**src/rtl/fifo_wr_arbiter_pkg.sv**
```systemverilog
// Shared definitions for the fifo_wr_arbiter block.
//   arb_state_t : arbiter FSM state encoding (IDLE / GRANT)
//   id_width()  : width of a requester ID, never less than one bit
package fifo_wr_arbiter_pkg;

  typedef enum logic {
    IDLE  = 1'b0,
    GRANT = 1'b1
  } arb_state_t;

  function automatic int id_width(input int num_req);
    return (num_req <= 2) ? 1 : $clog2(num_req);
  endfunction

endpackage

```
**src/rtl/fifo_sync.sv**
```systemverilog
// Single-clock FIFO with registered read data.
// Ports:
//   clk, aresetn (synchronous, active-low)
//   wr_en/data_wr   write side, ignored while full
//   rd_en/data_rd   read side, ignored while empty; data_rd updates on the
//                   edge that accepts the read
//   data_count      occupancy, empty, full
module fifo_sync #(
  parameter  int WIDTH = 12,
  parameter  int SIZE  = 16,
  localparam int AW    = $clog2(SIZE)
) (
  input  logic             clk,
  input  logic             aresetn,
  input  logic             wr_en,
  input  logic [WIDTH-1:0] data_wr,
  input  logic             rd_en,
  output logic [WIDTH-1:0] data_rd,
  output logic [AW:0]      data_count,
  output logic             empty,
  output logic             full
);

  logic [WIDTH-1:0] mem [SIZE];
  logic [AW-1:0]    wr_ptr_reg;
  logic [AW-1:0]    rd_ptr_reg;
  logic [AW:0]      count_reg;
  logic [WIDTH-1:0] data_rd_reg;
  logic             do_wr;
  logic             do_rd;

  assign empty      = (count_reg == '0);
  assign full       = (count_reg == (AW+1)'(SIZE));
  assign do_wr      = wr_en & ~full;
  assign do_rd      = rd_en & ~empty;
  assign data_count = count_reg;
  assign data_rd    = data_rd_reg;

  // Storage array kept free of reset so it maps onto block RAM.
  always_ff @(posedge clk) begin
    if (do_wr) mem[wr_ptr_reg] <= data_wr;
  end

  always_ff @(posedge clk) begin
    if (!aresetn) begin
      wr_ptr_reg  <= '0;
      rd_ptr_reg  <= '0;
      count_reg   <= '0;
      data_rd_reg <= '0;
    end else begin
      if (do_wr) wr_ptr_reg <= wr_ptr_reg + 1'b1;
      if (do_rd) begin
        rd_ptr_reg  <= rd_ptr_reg + 1'b1;
        data_rd_reg <= mem[rd_ptr_reg];
      end
      case ({do_wr, do_rd})
        2'b10:   count_reg <= count_reg + 1'b1;
        2'b01:   count_reg <= count_reg - 1'b1;
        default: count_reg <= count_reg;
      endcase
    end
  end

endmodule

```
**src/rtl/rr_priority_select.sv**
```systemverilog
// Combinational round-robin picker.
// Ports:
//   req    in  NUM_REQ  request vector
//   last   in  ID_W     index granted most recently (lowest priority now)
//   winner out ID_W     first requesting index after last, wrapping
//   any    out 1        at least one request present
module rr_priority_select #(
  parameter int NUM_REQ = 4,
  parameter int ID_W    = 2
) (
  input  logic [NUM_REQ-1:0] req,
  input  logic [ID_W-1:0]    last,
  output logic [ID_W-1:0]    winner,
  output logic               any
);

  // Scan from the farthest candidate (last itself) to the nearest
  // (last+1) so the nearest requesting index is the one left standing.
  always_comb begin
    int idx;
    idx    = 0;
    winner = '0;
    any    = 1'b0;
    for (int i = NUM_REQ; i >= 1; i--) begin
      idx = int'(last) + i;
      if (idx >= NUM_REQ) idx = idx - NUM_REQ;
      if (req[idx]) begin
        winner = ID_W'(idx);
        any    = 1'b1;
      end
    end
  end

endmodule

```
**src/rtl/fifo_wr_arbiter.sv**
```systemverilog
// Round-robin write arbiter in front of a shared FIFO. Each stored word is
// {requester ID, pixel data}; the read side returns both halves.
// Ports:
//   clk, aresetn        clock, synchronous active-low reset
//   req_valid/req_data  per-requester valid and packed data
//   req_ready           per-requester accept, one-hot or zero
//   rd_en               read request
//   data_rd/id_rd       registered read data and its source ID
//   data_count/empty/full  FIFO status
//   rd_underflow        sticky flag: read attempted while empty
module fifo_wr_arbiter
  import fifo_wr_arbiter_pkg::*;
#(
  parameter  int DATA_W    = 10,
  parameter  int SIZE      = 16,
  parameter  int NUM_REQ   = 4,
  parameter  int MAX_BURST = 8,
  localparam int ID_W      = id_width(NUM_REQ),
  localparam int CNT_W     = $clog2(SIZE) + 1
) (
  input  logic                      clk,
  input  logic                      aresetn,
  input  logic [NUM_REQ-1:0]        req_valid,
  input  logic [NUM_REQ*DATA_W-1:0] req_data,
  output logic [NUM_REQ-1:0]        req_ready,
  input  logic                      rd_en,
  output logic [DATA_W-1:0]         data_rd,
  output logic [ID_W-1:0]           id_rd,
  output logic [CNT_W-1:0]          data_count,
  output logic                      empty,
  output logic                      full,
  output logic                      rd_underflow
);

  localparam int BURST_W = $clog2(MAX_BURST) + 1;

  arb_state_t         state_reg;
  logic [ID_W-1:0]    grant_reg;
  logic [ID_W-1:0]    last_grant_reg;
  logic [BURST_W-1:0] burst_cnt_reg;
  logic               rd_underflow_reg;

  logic [DATA_W-1:0]  req_word [NUM_REQ];
  logic [ID_W-1:0]    winner;
  logic               any_valid;
  logic               granted_valid;
  logic               transfer;
  logic               last_beat;
  logic [DATA_W+ID_W-1:0] fifo_wr_data;
  logic [DATA_W+ID_W-1:0] fifo_rd_data;

  // Unpack requester data and build the one-hot ready vector. Ready is a
  // function of registered state and the pre-edge full flag only.
  generate
    for (genvar gi = 0; gi < NUM_REQ; gi++) begin : g_req
      assign req_word[gi]  = req_data[gi*DATA_W +: DATA_W];
      assign req_ready[gi] = (state_reg == GRANT) && (grant_reg == ID_W'(gi)) && !full;
    end
  endgenerate

  rr_priority_select #(
    .NUM_REQ (NUM_REQ),
    .ID_W    (ID_W)
  ) u_select (
    .req    (req_valid),
    .last   (last_grant_reg),
    .winner (winner),
    .any    (any_valid)
  );

  assign granted_valid = req_valid[grant_reg];
  assign transfer      = (state_reg == GRANT) && granted_valid && !full;
  assign last_beat     = (burst_cnt_reg == BURST_W'(MAX_BURST - 1));
  assign fifo_wr_data  = {grant_reg, req_word[grant_reg]};

  always_ff @(posedge clk) begin
    if (!aresetn) begin
      state_reg      <= IDLE;
      grant_reg      <= '0;
      last_grant_reg <= ID_W'(NUM_REQ - 1);
      burst_cnt_reg  <= '0;
    end else begin
      case (state_reg)
        IDLE: begin
          if (any_valid) begin
            grant_reg     <= winner;
            burst_cnt_reg <= '0;
            state_reg     <= GRANT;
          end
        end
        GRANT: begin
          if (transfer) begin
            burst_cnt_reg <= burst_cnt_reg + 1'b1;
            if (last_beat) begin
              last_grant_reg <= grant_reg;
              state_reg      <= IDLE;
            end
          end else if (!granted_valid) begin
            // Requester withdrew; release so others get a turn.
            last_grant_reg <= grant_reg;
            state_reg      <= IDLE;
          end
          // Valid but full: hold grant and burst count until space frees.
        end
        default: state_reg <= IDLE;
      endcase
    end
  end

  always_ff @(posedge clk) begin
    if (!aresetn) rd_underflow_reg <= 1'b0;
    else if (rd_en && empty) rd_underflow_reg <= 1'b1;
  end

  assign rd_underflow = rd_underflow_reg;

  fifo_sync #(
    .WIDTH (DATA_W + ID_W),
    .SIZE  (SIZE)
  ) u_fifo (
    .clk        (clk),
    .aresetn    (aresetn),
    .wr_en      (transfer),
    .data_wr    (fifo_wr_data),
    .rd_en      (rd_en & ~empty),
    .data_rd    (fifo_rd_data),
    .data_count (data_count),
    .empty      (empty),
    .full       (full)
  );

  assign {id_rd, data_rd} = fifo_rd_data;

endmodule

```
**config.mk**
```make
export PLATFORM = sky130hd
export DESIGN_NAME = fifo_wr_arbiter
export DESIGN_NICKNAME = d
export VERILOG_FILES = /design/src/rtl/fifo_wr_arbiter_pkg.sv /design/src/rtl/fifo_sync.sv /design/src/rtl/rr_priority_select.sv /design/src/rtl/fifo_wr_arbiter.sv
export SDC_FILE = /design/constraint.sdc
export NUM_CORES = 1
export LEC_CHECK = 0
export CORE_UTILIZATION = 38
export DETAILED_ROUTE_END_ITERATION = 7
export GPL_TIMING_DRIVEN = 0
export PLACE_DENSITY = 0.59
export SETUP_SLACK_MARGIN = 0.05
export SLEW_MARGIN = 30
export SYNTH_ARGS = -nofsm -noshare
export SYNTH_HDL_FRONTEND = slang
export SYNTH_SLANG_ARGS = --single-unit
```
**constraint.sdc**
```tcl
create_clock -name clk -period 3.8 [get_ports clk]
set_input_delay 0.76 -clock clk [delete_from_list [all_inputs] [get_ports clk]]
set_output_delay 0.76 -clock clk [all_outputs]
set_load 0.02 [all_outputs]
```
---- Word level (Yosys, flattened, before mapping) ----
Memories as Yosys holds them, arrays and structs flattened. A register that Yosys moved wholly into a read port is not among the register bits.
Index checks and enable logic that the tools add are counted.
storage, ports and cells
  input bits .............................. 47
  RAM bits ................................ 192
  logic and storage cells ................. 112
  memories ................................ 1
  register bits ........................... 23
memory list
  memory      depth  width  read ports  clocked after memory_dff  write ports  line             source
  u_fifo.mem  16     12     1           1                         1            fifo_sync.sv:24  logic [WIDTH-1:0] mem [SIZE];
cells by class
  $lt $le $gt $ge ......................... 10
  muxes and demuxes ....................... 43
  reduce and logical (&&, ||, !) cells .... 19
  bitwise operators ....................... 7
  add/sub/neg operators ................... 13
  equality and inequality tests ........... 11
operator list
  cell                                                                           count
  32-bit by 4-bit >= comparator with 1-bit output, second input constant         4
  32-bit by 4-bit less-than comparator with 1-bit output, second input constant  4
  32-bit 2-to-1 mux                                                              4
  32-bit by 4-bit subtractor with 32-bit output, second input constant           4
  10-bit binary-select mux with 2-bit select                                     1
  10-bit 2-to-1 mux                                                              2
  1-bit 2-to-1 mux                                                               19
  2-bit 2-to-1 mux                                                               7
  4-bit by 1-bit adder with 4-bit output, second input constant                  3
  1-bit logical AND                                                              11
  1-bit binary-select mux with 2-bit select                                      5
  5-bit one-hot mux with 2 select lines                                          1
  4-bit 2-to-1 mux                                                               2
  4-bit one-hot mux with 2 select lines                                          1
  2-bit by 2-bit adder with 3-bit output, second input constant                  2
  2-bit equality test, second input constant                                     3
  5-bit by 1-bit adder with 5-bit output, second input constant                  1
  5-bit equality test, second input constant                                     1
  5-bit zero test                                                                1
  5-bit by 1-bit subtractor with 5-bit output, second input constant             1
  2-bit by 3-bit adder with 4-bit output, second input constant                  1
  2-bit by 1-bit equality test with 1-bit output, second input constant          2
  4-bit by 3-bit equality test with 1-bit output, second input constant          1
  2-bit by 1-bit != test with 1-bit output, second input constant                2
  other kinds (13)                                                               20

---- Logic depth before layout (Yosys ltp) ----
Gate-level depths: netlist (run 1).
  word-level depth ........................ 12
  depth in mapped cells ................... 14
  depth with buffers taken out ............ 10

---- By module ----
From an unflattened synthesis (run 1), not the netlist that was laid out.
unflattened totals
  cells, all modules ...................... 564
  area total of the unflattened synthesis .. 9286.4 um^2
modules (own cells, without submodules)
  module              area an instance (um^2)  seq. area each (um^2)  cells each  instances
  fifo_sync           8445.6                   6266.0                 482         1
  fifo_wr_arbiter     749.5                    200.2                  68          1
  rr_priority_select  91.3                     0.0                    14          1

---- Least setup slack after synthesis (run 1) ----
Ideal clock, no wire load.
  path kind ............................... register to register
  start ................................... reg grant_reg[0]
  end ..................................... reg u_fifo.count_reg[2] (netlist: u_fifo.data_count[2])
  slack ................................... 0.644 ns
  required time ........................... 3.728 ns
  cell stages (with the launch flop) ...... 14
  data arrival time ....................... 3.084 ns
  library setup time ...................... 0.072 ns
  cell sequence ........................... dfxtp_1 buf_2 mux4_2 o211a_4 clkbuf_1 inv_1 ha_1 clkbuf_1 xor2_1 ha_1 a21oi_1 xor2_1 or3_1 a21oi_1
on the way
  longest elaborated chain between the ends .. 7
RTL lines
  what                                                                                   line                   source
  start: declaration                                                                     fifo_wr_arbiter.sv:38  logic [ID_W-1:0] grant_reg;
  start signal: assignment                                                               fifo_wr_arbiter.sv:86  grant_reg <= winner;
  1-bit binary-select mux with 2-bit select *                                            fifo_wr_arbiter.sv:71  assign granted_valid = req_valid[grant_reg];
  1-bit 2-to-1 mux (not written as such) *                                               fifo_wr_arbiter.sv:71
  1-bit logical AND * (2 in series)                                                      fifo_wr_arbiter.sv:72  assign transfer = (state_reg == GRANT) && granted_valid && !full;
  1-bit AND *                                                                            fifo_sync.sv:34        assign do_wr = wr_en & ~full;
  2-bit by 1-bit equality test with 1-bit output or 2-bit equality test (tied branches)  fifo_sync.sv:56        case ({do_wr, do_rd})
  5-bit one-hot mux with 2 select lines or 2-bit nonzero test (tied branches)            -
  end signal: assignment                                                                 fifo_sync.sv:57        2'b10: count_reg <= count_reg + 1'b1;
  end signal: assignment                                                                 fifo_sync.sv:58        2'b01: count_reg <= count_reg - 1'b1;
  end signal: assignment                                                                 fifo_sync.sv:59        default: count_reg <= count_reg;
  end: declaration                                                                       fifo_sync.sv:27        logic [AW:0] count_reg;
Mark *: on every way between the ends. The rest lies on a longest branch, timed or not. The select of a mux whose other input is x is not followed.
A chain may end at the register's enable or synchronous reset.

---- Final worst setup path (run 1) ----
  start ................................... in req_valid[3]
  end ..................................... reg u_fifo.count_reg[2] (netlist: u_fifo.data_count[2])
on the way
  longest elaborated chain between the ends .. 7
RTL lines
  what                                                                                   line                   source
  start: declaration                                                                     fifo_wr_arbiter.sv:23  input logic [NUM_REQ-1:0] req_valid,
  1-bit binary-select mux with 2-bit select *                                            fifo_wr_arbiter.sv:71
  1-bit 2-to-1 mux (not written as such) *                                               fifo_wr_arbiter.sv:71
  1-bit logical AND * (2 in series)                                                      fifo_wr_arbiter.sv:72
  1-bit AND *                                                                            fifo_sync.sv:34
  2-bit by 1-bit equality test with 1-bit output or 2-bit equality test (tied branches)  fifo_sync.sv:56
  5-bit one-hot mux with 2 select lines or 2-bit nonzero test (tied branches)            -
Marks and branches as above.

==> metrics.txt, run 1 <==
outcome completed; dpl hpwl around 15000 µm; Inserted Clock Buffers 23; Final min period ~3.4 ns; largest net degree at the start of global routing 18; Final Max Slew Viols 0; Core Region 24200 µm²; vias in the first global route 5648; Vias/cell 5.41; Internal between 4 and 5 mW; Fin. Hold Viols 0; IO buf count 70; hold path endpoint rd_underflow$_SDFFE_PN0P_; slowest stage cell, crit path mux4_2; clock skew approximately 0.0089 ns; Yosys cell types 48; H-tree levels 1; Hold Startpoint rd_underflow$_SDFFE_PN0P_; CTS clk-pin slew, worst paths 0.06 ns; post-synthesis instance area between 9000 and 10000 µm²; Worst EP required approximately 4.2 ns; crit end category flop; combinational power share 22.4%; post-layout util around 46%; Largest stage delay, worst path between 0.5 and 0.6 ns; routed length per instance ~22 µm; first-pass GRT wire length 33800 µm; pwr dens just under 600 nW/µm²; initial DRC count around 500; Worst Hold Class flop to flop; Sink Count 227; Async SR Flop Fraction 0%; clock tree buffer depth 3; sequential area share after synthesis between 60% and 70%; Critical Path, Cell by Cell clkdlybuf4s50_1 -> mux4_2 -> o211a_4 -> clkbuf_1 -> inv_1 -> ha_1 -> clkbuf_1 -> xor2_1 -> ha_1 -> a21oi_1 -> xor2_1 -> or3_1 -> a21oi_1; final wirelength around 22000 µm; startpoint types input port; Clock Latency Late Sink 0.50 ns; most frequent cells in the layout edfxtp_1 (192), clkdlybuf4s50_1 (70), mux2i_1 (54); die area 25200 µm²; delay-heaviest family, CP buffers and inverters; Syn Inst Count between 500 and 600; R2R setup slack ~0.48 ns; gpl congestion about 0.81; Initial Util 38.5%; slew at the pin with the worst max-slew slack around 0.97 ns; Layout Cells excl Fill around 1000; Final #Nets ~730; total global-route track usage 17.9%; fmax 0.292 GHz; R2R cell count 12; Seq pwr share between 40 and 50%; dpl cells a little under 1000; max cap viols 0; combined area of the multi-input logic cells between 2000 and 3000 µm²; switch share about 28%; Clock Power Share between 30 and 40%; drt drc 0; Antenna Cells 0; max FFs per register 192; post-CTS setup buffer count 0; Yosys Warn Count 0; Register Area 6470 µm²; Synth Area per Inst ~16 µm²; synthesized flop and latch total 227; WS Path Type input port to flop; initial antenna violation count 0; syn nets 630; Die Width approximately 160 µm; Pre-antenna DRT Iters 5; Leak roughly 3.5 nW; CP arrival approximately 3.8 ns; Syn-to-layout area delta 19.3%; I/O pins between 70 and 80; post-route ant nets 0; sw power between 1.5 and 2 mW; origin of the critical flop-to-flop path grant_reg[1]$_SDFFE_PN0P_; Max-Slew Margin vs Limit 35.5%; total number of vias around 5500; Max VDD drop 281 µV; total gr overflow 0; Post-synth EDFFs roughly 190; num rows 57; RSZ-0062 raised after global routing false; reg2reg end u_fifo.data_count[2]$_SDFFE_PN0P_; fill count around 2200; part of the cycle the worst path needs about nine tenths; setup tns final 0 ns; commonest non-fill, non-tap cell in the layout edfxtp_1; critical path peak fanout 10; final hold slack 0.471 ns; share of cells above drive strength 1 around 13%; CTS tree yes; Crit path buffers/inverters 4; Primary FF master, synth edfxtp_1; hold path cells 2; chip height ~160 µm; Final setup violation count 0; clock root cell clkbuf_16
==> stage by stage <==
step	area [µm²]	power (mW)	worst slack (ns)
global placement	10500	4.45	-0.507
global route	11100	6.69	0.158
floorplan	9340	3.90	0.644
finish	11100	6.43	0.377
CTS	11100	6.48	0.0818
detailed placement	10500	4.49	-0.498
==> per-layer routing <==
layer  vias to the layer above  GRT usage (%)  wire (µm)
met4                         0           4.85        408
met5                         -              0          0
met2                       178           29.8      10600
met1                      2773           24.7       9660
met3                        29           2.19       1240
li1                       2481              -          -
==> how the worst max path moves through the flow <==
stage,from,end,slack [ns],cells past startpoint
final,req_valid[3],u_fifo.data_count[2]$_SDFFE_PN0P_,0.38,13
after CTS,grant_reg[0]$_SDFFE_PN0P_,u_fifo.data_count[2]$_SDFFE_PN0P_,0.08,13
after global placement,rd_en,u_fifo.data_count[2]$_SDFFE_PN0P_,-0.51,11
after floorplan,grant_reg[0]$_SDFFE_PN0P_,u_fifo.data_count[2]$_SDFFE_PN0P_,0.64,13
after global routing,req_valid[3],u_fifo.data_count[2]$_SDFFE_PN0P_,0.16,13
after detailed placement,rd_en,u_fifo.data_count[2]$_SDFFE_PN0P_,-0.50,11
==> area by class of cell <==
type,instances,share of cell area [%]
plain buffers,32,1.32
clock buffers,32,5.56
clock inverters,8,0.348
inverters,11,0.370
multi-input cells,302,24.2
flip-flops and latches,227,58.0
well taps,324,3.64
repair buffers,73,6.49
==> worst min-delay path: cells and delay by family (launching register included) <==
family	cells	cell delay, ns
DFF	1	0.33
and+or+nand+nor	1	0.07
AOI/OAI and AO/OA	1	0.04
==> Yosys cell counts, drive strengths merged, types with 2 or more instances <==
master | instances | area, µm²
o221ai | 2 | 17.5
nor2 | 19 | 71.3
a21oi | 8 | 43.8
and3 | 17 | 106
nor2b | 6 | 37.5
nand2 | 21 | 78.8
clkbuf | 17 | 63.8
inv | 10 | 37.5
nand3 | 5 | 25.0
o2111ai | 2 | 17.5
and2 | 3 | 18.8
mux2i | 54 | 541
a31oi | 13 | 81.3
or3b | 4 | 35.0
nand3b | 4 | 30.0
dfxtp | 35 | 701
or3 | 2 | 12.5
mux4 | 35 | 788
o211ai | 3 | 22.5
o21ai | 22 | 110
o22ai | 24 | 150
nor3 | 6 | 30.0
a21o | 2 | 15.0
ha | 9 | 113
buf | 17 | 91.3
nor4 | 2 | 12.5
a211oi | 13 | 97.6
nand2b | 4 | 25.0
xnor2 | 2 | 17.5
xor2 | 7 | 61.3
edfxtp | 192 | 5770
nor3b | 2 | 15.0
==> cells by family (layout without fill, tap and decap cells) <==
group / Yosys count / after routing / synth area share, %
flops: 227 / 227 / 69.2
fa+ha+maj: 9 / 9 / 1.21
buf+inv: 45 / 156 / 2.10
compound gates: 96 / 96 / 6.67
xor+xnor: 9 / 9 / 0.844
simple gates: 98 / 98 / 5.64
mux: 90 / 90 / 14.3
==> timing repair <==
action / in CTS / in global routing
setup endpoints to repair: 7 / 4
gates cloned: 0 / 0
resized for setup: 3 / 4
hold buffers: 0 / 0
==> power groups by stage <==
stage	logic [mW]	registers [mW]	clock network (mW)
after floorplan	0.789	3.11	0
after global placement	1.42	3.03	0
after detailed placement	1.45	3.04	0
after CTS	1.46	2.99	2.03
after global routing	1.55	3.01	2.12
final	1.44	2.99	2.00
No activity file was read; power rests on OpenSTA's default activity.
==> run 2, diff against run 1 <==
--- a/config.mk
+++ b/config.mk
@@ -5,6 +5,7 @@
 export SDC_FILE = /design/constraint.sdc
 export NUM_CORES = 1
 export LEC_CHECK = 0
+export CORE_MARGIN = 2
 export CORE_UTILIZATION = 38
 export DETAILED_ROUTE_END_ITERATION = 7
 export GPL_TIMING_DRIVEN = 0
==> run 2 against run 1 <==
  * Hold slack improved by 0.0068 ns
  * Register-to-register slack hardly changed
  * Design area is 0.25% higher
  * Sequential power hardly changed
  * Clock power up 4%
  * First-iteration DRC count down 7.6%
  * Combinational power about the same
  * Clock skew hardly changed
  * Sequential cell count did not move
  * Total power up 1.6%
  * Critical path type unchanged
  * Largest power group unchanged
==> metrics.txt, run 2 (synthesized netlist as in run 1, its figures left out) <==
Clock Latency Late Sink ~0.51 ns; total gr overflow 0; max cap viols 0; max FFs per register between 150 and 200; final non-filler cell area 11200 µm²; initial DRC count about 450; CTS clk-pin slew, worst paths ~0.06 ns; startpoint types input port; dpl hpwl approximately 15000 µm; Max-Slew Margin vs Limit a little under two fifths; initial antenna violation count 0; outcome completed; Final setup violation count 0; WS Path Type input port to flop; final wirelength around 22000 µm; CP arrival 3.84 ns; RSZ-0062 raised after global routing false; Inserted Clock Buffers 23; final hold slack ~0.48 ns; Clock Power Share 31.9%; Seq pwr share a little under half; R2R cell count 12; post-route ant nets 0; hold path cells 2; largest net degree at the start of global routing 18; total power between 6 and 7 mW; Die Width approximately 160 µm; Initial Util 38.5%; pwr dens ~580 nW/µm²; Sink Count roughly 230; CTS tree yes; die area about 26000 µm²; Pre-antenna DRT Iters 5; share of cells above drive strength 1 13.6%; fill count between 2000 and 2500; crit end category flop; clock skew 0.00854 ns; slew at the pin with the worst max-slew slack roughly 0.94 ns; post-CTS setup buffer count 0; commonest non-fill, non-tap cell in the layout edfxtp_1; total global-route track usage 17.2%; chip height roughly 160 µm; fmax ~0.29 GHz; num rows between 50 and 60; total number of vias approximately 5400; H-tree levels 1; Worst EP required between 4 and 5 ns; clock tree buffer depth 3; gpl congestion roughly 0.84; Syn-to-layout area delta 19.6%; most frequent cells in the layout edfxtp_1 (192), clkdlybuf4s50_1 (70), mux2i_1 (54); IO buf count 70; clock root cell clkbuf_16; vias in the first global route between 5000 and 6000; sw power approximately 1.8 mW; dpl cells between 900 and 1000; first-pass GRT wire length 33500 µm; Final #Nets 725; Final min period roughly 3.4 ns; critical path peak fanout 10; post-layout util between 40 and 50%; Final Max Slew Viols 0; Max VDD drop 313 µV; routed length per instance approximately 22 µm; Core Region approximately 24000 µm²; Post-DP Area between 10000 and 15000 µm²; Internal 4.69 mW; Fin. Hold Viols 0; Vias/cell between 5 and 6; Worst Hold Class flop to flop; Layout Cells excl Fill slightly above 1000; part of the cycle the worst path needs 89.9%; Antenna Cells 0; I/O pins 71; combinational power share between 20% and 30%; drt drc 0; switch share roughly 28%; Leak between 3 and 4 nW
==> run 2: changes by cell type in the layout (fill, tap and decap cells not counted), sizes merged <==
cell,change
buf,-1
bufinv,+1
clkbuf,-5
clkinv,+2
clkinvlp,+2
inv,+1
==> run 2: layout make-up <==
cell class / count / area [µm²] / area share, %
Sequential cell: 227 / 6470 / 57.9
Multi-Input combinational cell: 302 / 2700 / 24.2
Timing Repair Buffer: 72 / 719 / 6.44
Clock buffer: 27 / 591 / 5.28
Tap cell: 324 / 405 / 3.63
Buffer: 32 / 148 / 1.32
Clock inverter: 14 / 98.8 / 0.884
Inverter: 11 / 41.3 / 0.369
==> run 2: worst max-delay path: stages <==
cell,delay (ns)
clkdlybuf4s50_1,0.50
mux4_2,0.57
o211a_4,0.19
clkbuf_1,0.21
inv_1,0.13
ha_1,0.14
clkbuf_1,0.29
xor2_1,0.19
ha_1,0.19
a21oi_1,0.06
xor2_1,0.15
or3_1,0.31
a21oi_1,0.16
==> run 2: power by group through the flow <==
stage	Sequential, mW	Combinational, mW	Clock [mW]
2_1_floorplan	3.11	0.789	0
3_3_place_gp	3.03	1.43	0
3_5_place_dp	3.04	1.46	0
4_1_cts	2.98	1.47	2.12
5_1_grt	3.01	1.56	2.22
6_report	2.99	1.46	2.08
==> run 2: repair_timing <==
item | 4_1_cts | 5_1_grt
hold buffers | 0 | 0
pin swaps | 0 | 0
resized for setup | 3 | 4
endpoints found under the setup margin | 7 | 5
==> run 2: path summary, 6_finish.rpt <==
| path | start | end | slack (ns) |
|---|---|---|---|
| worst max-delay path | req_valid[0] | u_fifo.data_count[2]$_SDFFE_PN0P_ | 0.38 |
| worst min-delay path | rd_underflow$_SDFFE_PN0P_ | rd_underflow$_SDFFE_PN0P_ | 0.48 |
| worst max register to register | grant_reg[0]$_SDFFE_PN0P_ | u_fifo.data_count[2]$_SDFFE_PN0P_ | 0.47 |
| worst min register to register | rd_underflow$_SDFFE_PN0P_ | rd_underflow$_SDFFE_PN0P_ | 0.48 |
==> run 2: metal layers <==
layer / GRT usage (%) / up-vias / share of wire (%)
li1: - / 2479 / -
met1: 24.1 / 2737 / 44
met2: 28.3 / 179 / 48
met3: 2.14 / 26 / 5.7
met4: 5.44 / 0 / 2.3
met5: 0 / - / 0
==> run 2: stage by stage <==
| stage | setup WS, ns | setup TNS (ns) |
|---|---|---|
| CTS | 0.0844 | 0 |
| finish | 0.384 | 0 |
| floorplan | 0.644 | 0 |
| global placement | -0.476 | -4.37 |
| detailed placement | -0.494 | -1.31 |
| global route | 0.141 | 0 |
